`config.mk`:
```
export PLATFORM = sky130hd
export DESIGN_NAME = camera_frame_capture
export DESIGN_NICKNAME = d
export VERILOG_FILES = /design/src/rtl/camera_frame_capture_pkg.sv /design/src/rtl/camera_frame_capture_edge_sync.sv /design/src/rtl/camera_frame_capture.sv
export SDC_FILE = /design/constraint.sdc
export NUM_CORES = 1
export LEC_CHECK = 0
export CAP_MARGIN = 40
export CELL_PAD_IN_SITES_DETAIL_PLACEMENT = 1
export CELL_PAD_IN_SITES_GLOBAL_PLACEMENT = 2
export CORE_MARGIN = 2
export CORE_UTILIZATION = 33
export DETAILED_ROUTE_END_ITERATION = 10
export PLACE_DENSITY_LB_ADDON = 0.1
export RECOVER_POWER = 100
export SETUP_SLACK_MARGIN = 0.2
export SYNTH_ARGS = -nofsm -noshare
export SYNTH_HDL_FRONTEND = slang
export SYNTH_SLANG_ARGS = --single-unit
```
`constraint.sdc`:
```
create_clock -name clk -period 2.6 [get_ports clk]
set_clock_uncertainty 0.1 [all_clocks]
set_input_delay 0.39 -clock clk [delete_from_list [all_inputs] [get_ports clk]]
set_output_delay 0.39 -clock clk [all_outputs]
set_load 0.01 [all_outputs]
```
`src/rtl/camera_frame_capture_pkg.sv`:
```
// Shared types and default geometry for the camera frame capture path.
package cam_pkg;
    localparam int H_PIXELS     = 320;
    localparam int V_LINES      = 240;
    localparam int FRAME_BYTES  = H_PIXELS * V_LINES / 8;
    localparam int SPRAM_ADDR_W = 17;

    typedef enum logic [1:0] {
        IDLE    = 2'd0,
        WAIT_VS = 2'd1,
        CAPTURE = 2'd2,
        READY   = 2'd3
    } cap_state_t;
endpackage

```
`src/rtl/camera_frame_capture_edge_sync.sv`:
```
// Two-flop synchronizer for an asynchronous camera line, plus one history flop
// that turns the synchronized level into single-cycle rise/fall strobes.
module edge_sync (
    input  logic clk,
    input  logic reset,
    input  logic async_in,
    output logic level,
    output logic rise,
    output logic fall
);
    logic sync1_q;
    logic sync2_q;
    logic prev_q;

    always_ff @(posedge clk) begin
        if (reset) begin
            sync1_q <= 1'b0;
            sync2_q <= 1'b0;
            prev_q  <= 1'b0;
        end else begin
            sync1_q <= async_in;
            sync2_q <= sync1_q;
            prev_q  <= sync2_q;
        end
    end

    assign level = sync2_q;
    assign rise  = sync2_q & ~prev_q;
    assign fall  = ~sync2_q & prev_q;
endmodule

```
`src/rtl/camera_frame_capture.sv`:
```
// Captures one thresholded, 8-pixels-per-byte luma frame from a parallel camera into SPRAM.
// Define CAM_INVERT_EN to make dark pixels read as 1.
module camera_frame_capture #(
    parameter int          H_PIXELS  = cam_pkg::H_PIXELS,
    parameter int          V_LINES   = cam_pkg::V_LINES,
    parameter logic [7:0]  THRESHOLD = 8'd128
) (
    input  logic                             clk,
    input  logic                             reset,
    input  logic                             cam_pclk,
    input  logic                             cam_vsync,
    input  logic                             cam_href,
    input  logic [7:0]                       cam_data,
    output logic [cam_pkg::SPRAM_ADDR_W-1:0] spram_wr_addr,
    output logic [7:0]                       spram_wr_data,
    output logic                             spram_wr_en,
    output logic                             buffer_ready,
    input  logic                             frame_read_complete,
    output logic                             frame_error,
    output logic [1:0]                       debug_state
);
    import cam_pkg::*;

    localparam int COL_W = $clog2(H_PIXELS + 1);
    localparam int ROW_W = $clog2(V_LINES + 1);
    localparam logic [COL_W-1:0]        H_MAX     = COL_W'(H_PIXELS);
    localparam logic [ROW_W-1:0]        V_MAX     = ROW_W'(V_LINES);
    localparam logic [SPRAM_ADDR_W-1:0] FRAME_CNT = SPRAM_ADDR_W'(H_PIXELS * V_LINES / 8);

    logic pclk_level, pclk_rise, pclk_fall;
    logic vs_level, vs_rise, vs_fall;
    logic href_level, href_rise, href_fall;

    edge_sync u_pclk_sync (.clk(clk), .reset(reset), .async_in(cam_pclk),
                           .level(pclk_level), .rise(pclk_rise), .fall(pclk_fall));
    edge_sync u_vs_sync   (.clk(clk), .reset(reset), .async_in(cam_vsync),
                           .level(vs_level), .rise(vs_rise), .fall(vs_fall));
    edge_sync u_href_sync (.clk(clk), .reset(reset), .async_in(cam_href),
                           .level(href_level), .rise(href_rise), .fall(href_fall));

    logic unused_sync;
    assign unused_sync = &{1'b0, pclk_level, pclk_fall, href_rise};

    // Data is delayed as deep as the PCLK path so a detected rise sees the byte
    // that was on the bus at that PCLK edge.
    logic [7:0] data_d1, data_d2, data_d3;

    always_ff @(posedge clk) begin
        if (reset) begin
            data_d1 <= '0;
            data_d2 <= '0;
            data_d3 <= '0;
        end else begin
            data_d1 <= cam_data;
            data_d2 <= data_d1;
            data_d3 <= data_d2;
        end
    end

    logic pix_bit;
`ifdef CAM_INVERT_EN
    assign pix_bit = (data_d3 < THRESHOLD);
`else
    assign pix_bit = (data_d3 >= THRESHOLD);
`endif

    cap_state_t                state_q, state_d;
    logic [COL_W-1:0]          col_q;
    logic [ROW_W-1:0]          row_q;
    logic                      phase_q;
    logic [7:0]                shift_q;
    logic [SPRAM_ADDR_W-1:0]   addr_q;
    logic                      pend_q;
    logic [SPRAM_ADDR_W-1:0]   addr_total;

    // A byte still waiting in the write stage counts toward the frame total.
    assign addr_total = addr_q + SPRAM_ADDR_W'(pend_q);

    always_ff @(posedge clk) begin
        if (reset) state_q <= IDLE;
        else       state_q <= state_d;
    end

    always_comb begin
        state_d = state_q;
        case (state_q)
            IDLE:    if (vs_level) state_d = WAIT_VS;
            WAIT_VS: if (vs_fall)  state_d = CAPTURE;
            CAPTURE: if (vs_rise)  state_d = (addr_total == FRAME_CNT) ? READY : IDLE;
            READY:   if (frame_read_complete) state_d = IDLE;
            default: state_d = IDLE;
        endcase
    end

    assign buffer_ready = (state_q == READY);
    assign debug_state  = state_q;

    always_ff @(posedge clk) begin
        if (reset) begin
            col_q         <= '0;
            row_q         <= '0;
            phase_q       <= 1'b0;
            shift_q       <= '0;
            addr_q        <= '0;
            pend_q        <= 1'b0;
            spram_wr_addr <= '0;
            spram_wr_data <= '0;
            spram_wr_en   <= 1'b0;
            frame_error   <= 1'b0;
        end else begin
            spram_wr_en <= 1'b0;
            frame_error <= 1'b0;

            if (pend_q) begin
                spram_wr_en   <= 1'b1;
                spram_wr_data <= shift_q;
                spram_wr_addr <= addr_q;
                addr_q        <= addr_q + 1'b1;
                pend_q        <= 1'b0;
            end

            if (state_q == WAIT_VS && vs_fall) begin
                col_q   <= '0;
                row_q   <= '0;
                phase_q <= 1'b0;
                shift_q <= '0;
                addr_q  <= '0;
                pend_q  <= 1'b0;
            end else if (state_q == CAPTURE) begin
                if (vs_rise) begin
                    // Frame boundary takes priority; a coincident pixel is dropped.
                    frame_error <= (addr_total != FRAME_CNT);
                end else begin
                    if (pclk_rise && href_level) begin
                        phase_q <= ~phase_q;
                        if (!phase_q && col_q < H_MAX && row_q < V_MAX) begin
                            shift_q <= {shift_q[6:0], pix_bit};
                            col_q   <= col_q + 1'b1;
                            if (col_q[2:0] == 3'd7) pend_q <= 1'b1;
                        end
                    end
                    if (href_fall) begin
                        phase_q <= 1'b0;
                        if (col_q != '0) begin
                            col_q <= '0;
                            if (row_q < V_MAX) row_q <= row_q + 1'b1;
                        end
                    end
                end
            end
        end
    end
endmodule
```
==> results of run 1 <==
-- flip-flops by register name, summed over array words and instances (netlist names), 2 cells and up --
register       flops
spram_wr_data      8
debug_state        2
spram_wr_addr     17
row_q              8
col_q              9
shift_q            8
addr_q            17
-- cell families after synthesis --
kind of cell	after synthesis	synth area share [%]
compound gates	39	6.50
xor+xnor	24	6.00
fa+ha+maj	7	2.50
buf+inv	24	2.96
flops	85	48.5
mux	37	10.6
simple gates	160	22.9
-- critical path: stages (launching register included) --
cell      delay [ns]
dfxtp_1         0.45
nor2b_1         0.28
nand4_1         0.40
nor2_2          0.22
clkbuf_2        0.33
mux2i_1         0.26
nor2_1          0.07
-- area by class of cell --
cell class / instances / area (um2)
Fill cell: 1224 / 6100
Multi-Input combinational cell: 267 / 1710
Timing Repair Buffer: 46 / 420
Tap cell: 136 / 170
Clock buffer: 9 / 124
Sequential cell: 85 / 1700
Clock inverter: 7 / 82.6
Inverter: 5 / 18.8
-- worst max-delay path by stage --
stage / to / depth (start not counted) / slack (ns) / startpoint
final: shift_q[1]$_SDFFE_PP0P_ / 6 / 0.35 / debug_state[1]$_SDFFE_PP0P_
after global routing: shift_q[1]$_SDFFE_PP0P_ / 6 / 0.18 / debug_state[1]$_SDFFE_PP0P_
after CTS: addr_q[16]$_SDFFE_PP0P_ / 7 / 0.37 / pend_q$_SDFF_PP0_
after detailed placement: debug_state[1]$_SDFFE_PP0P_ / 5 / 0.39 / addr_q[4]$_SDFFE_PP0P_
after global placement: addr_q[16]$_SDFFE_PP0P_ / 7 / 0.38 / pend_q$_SDFF_PP0_
after floorplan: debug_state[1]$_SDFFE_PP0P_ / 6 / 0.68 / addr_q[4]$_SDFFE_PP0P_
-- through the flow --
stage	hold WS [ns]	total power, mW	std cells
floorplan	0.314	1.37	376
global placement	0.323	1.40	539
detailed placement	0.327	1.40	539
CTS	0.351	2.40	555
global route	0.373	2.46	555
finish	0.344	2.34	555
-- layout by cell type (no fill, tap or decap), drive strengths merged, types with 2 or more instances in the layout --
master / instances
nor2b: 16
a21o: 2
a21oi: 12
inv: 8
ha: 7
nor2: 63
nor3: 8
mux2i: 36
buf: 6
o21ai: 15
clkbuf: 14
xnor2: 10
nand2: 19
clkinv: 2
or3: 6
dlygate4sd3: 30
nand2b: 3
nor4: 9
clkdlybuf4s50: 5
and2: 2
dfxtp: 85
xor2: 14
o21a: 4
and3: 3
nand3: 14
nand4: 11
-- report_power, final --
part	switching, mW	internal, mW	total, mW
Sequential	0.00499	1.31	1.31
Combinational	0.0326	0.0168	0.0494
Clock	0.519	0.461	0.980
-- per-layer routing --
| metal | up-vias | wire length, um | share of wire [%] | track usage [%] |
|---|---|---|---|---|
| li1 | 1360 | - | - | - |
| met4 | 0 | 112 | 1.4 | 6.22 |
| met2 | 30 | 3680 | 46 | 24.1 |
| met3 | 7 | 153 | 1.9 | 3.16 |
| met1 | 1318 | 4030 | 51 | 19.6 |
| met5 | - | 0 | 0 | 0 |
==> flow_summary.ini, run 1 <==
[detailed_routing]
drt_iter0_drc = 41
via_per_inst = 4.89
routedWlPerCell_um = 14.4
ant_nets = 0
drt_pre_antenna_iters = 4
vias = 2715
drc = 0
finalWirelength_um = 7980

[sta]
worst_slew_pin_slew_ns = 1.16
max_freq_mhz = 444
drv_slew = 0
finalSetupViolCount = 0
rsz0062_at_grt = no
fin_ws_ns = 0.346
tns_ns = 0
slew_headroom_pct = 23.0
post-route-period-util_pct = 86.7
min_period_ns = 2.25
hold_viol = 0

[yosys]
seq_area_frac_synth_pct = 48.5
syn_area_um2 = 3510
ys_warn_count = 0
yosys.cell_types.count = 43
ys_ff_latch = 85
async_flop_share_pct = 0
synth_top_area_share_pct = 48.5
synth_nets = 397
netlist_top_cells_count = dfxtp_1 (85), nor2_1 (62), mux2i_1 (36), nand2_1 (19), nor2b_1 (16)
synth_ff_type = dfxtp_1
yosysTopAreaCell = dfxtp_1
netlist_top_cells_area = dfxtp_1 (49%), mux2i_1 (10%), nor2_1 (6.6%), xor2_1 (3.5%), nor2b_1 (2.9%)
post-synth-top-count-cell = dfxtp_1
synth_cells = 376
synth_edf_count = 0
syn_avg_cell_area_um2 = 9.32

[placed_design]
placed_area_um2 = 4020
dpl.hpwl_um = 5490
io_buffer_count = 36
pre_cts_ws_ns = 0.389
gp_congestion = 0.781

[clocking]
clock_sinks = 85
cts_tree = built
post_cts_buffers = 0
cts_made_buffers = 9
cts_buffer_depth = 2
clkTransAtPathRegs_ns = 0.09
htree_levels = 3
cts_resized = 0
cts-hold-fix-buffers = 0
cts_root_buffer = clkbuf_8
worstSkewPairLatency_ns = 0.35

[global_route]
grt_pass1_vias = 2776
antenna_found_initial = 0
grt_max_degree = 34
grt_pass1_wl_um = 13600
grt_remaining_overflow = 0
grt_util_all_layers_pct = 15.1

[layout]
fin_area_um2 = 4230
syn_to_final_growth_pct = 20.6
diodes = 0
drive_gt1_share_pct = 7.16
fin_nets = 435
post-route-util_pct = 40.9

[critical_path]
startpoint_type = flip-flop
end_kind = flip-flop
rrSetupSlack_ns = 0.35
crit_arrival_ns = 2.37
timing.rr.end = shift_q[1]$_SDFFE_PP0P_
cp_max_fo = 12
crit_type = flip-flop to flip-flop
rr_startpoint = debug_state[1]$_SDFFE_PP0P_
worst-r2r-cell-count = 6
cp.required_ns = 2.71

[run]
drv_cap = 0

[min_path]
hold_path_startpoint = u_pclk_sync.sync1_q$_SDFF_PP0_
holdPathStages = 1
worstHoldEndpoint = u_pclk_sync.level$_SDFF_PP0_
hp-class = flip-flop to flip-flop

[outcome]
status = finished clean

[floorplan]
die_y_um = 107
die_w_um = 107
ioPinCount = 44
start_util_pct = 34.0
rows = 37
die_area_um2 = 11500
core_area_um2 = 10300

[power]
powerDensity_nw_per_um2 = 554
ir_worst_vdd_v = 0.000288
p_leak_nw = 1.55
Note: power is estimated with default switching activity, not from simulation.
==> run 2: changes to the inputs <==
- CTS_CLUSTER_DIAMETER: default -> 150
==> results of run 2 <==
No change in the layout: final DEF, timing and power equal those of run 1.
==> run 3: changes to the inputs <==
- CTS_CLUSTER_DIAMETER: 150 -> 50
==> results of run 3 <==
No change in the layout: final DEF, timing and power equal those of run 1.
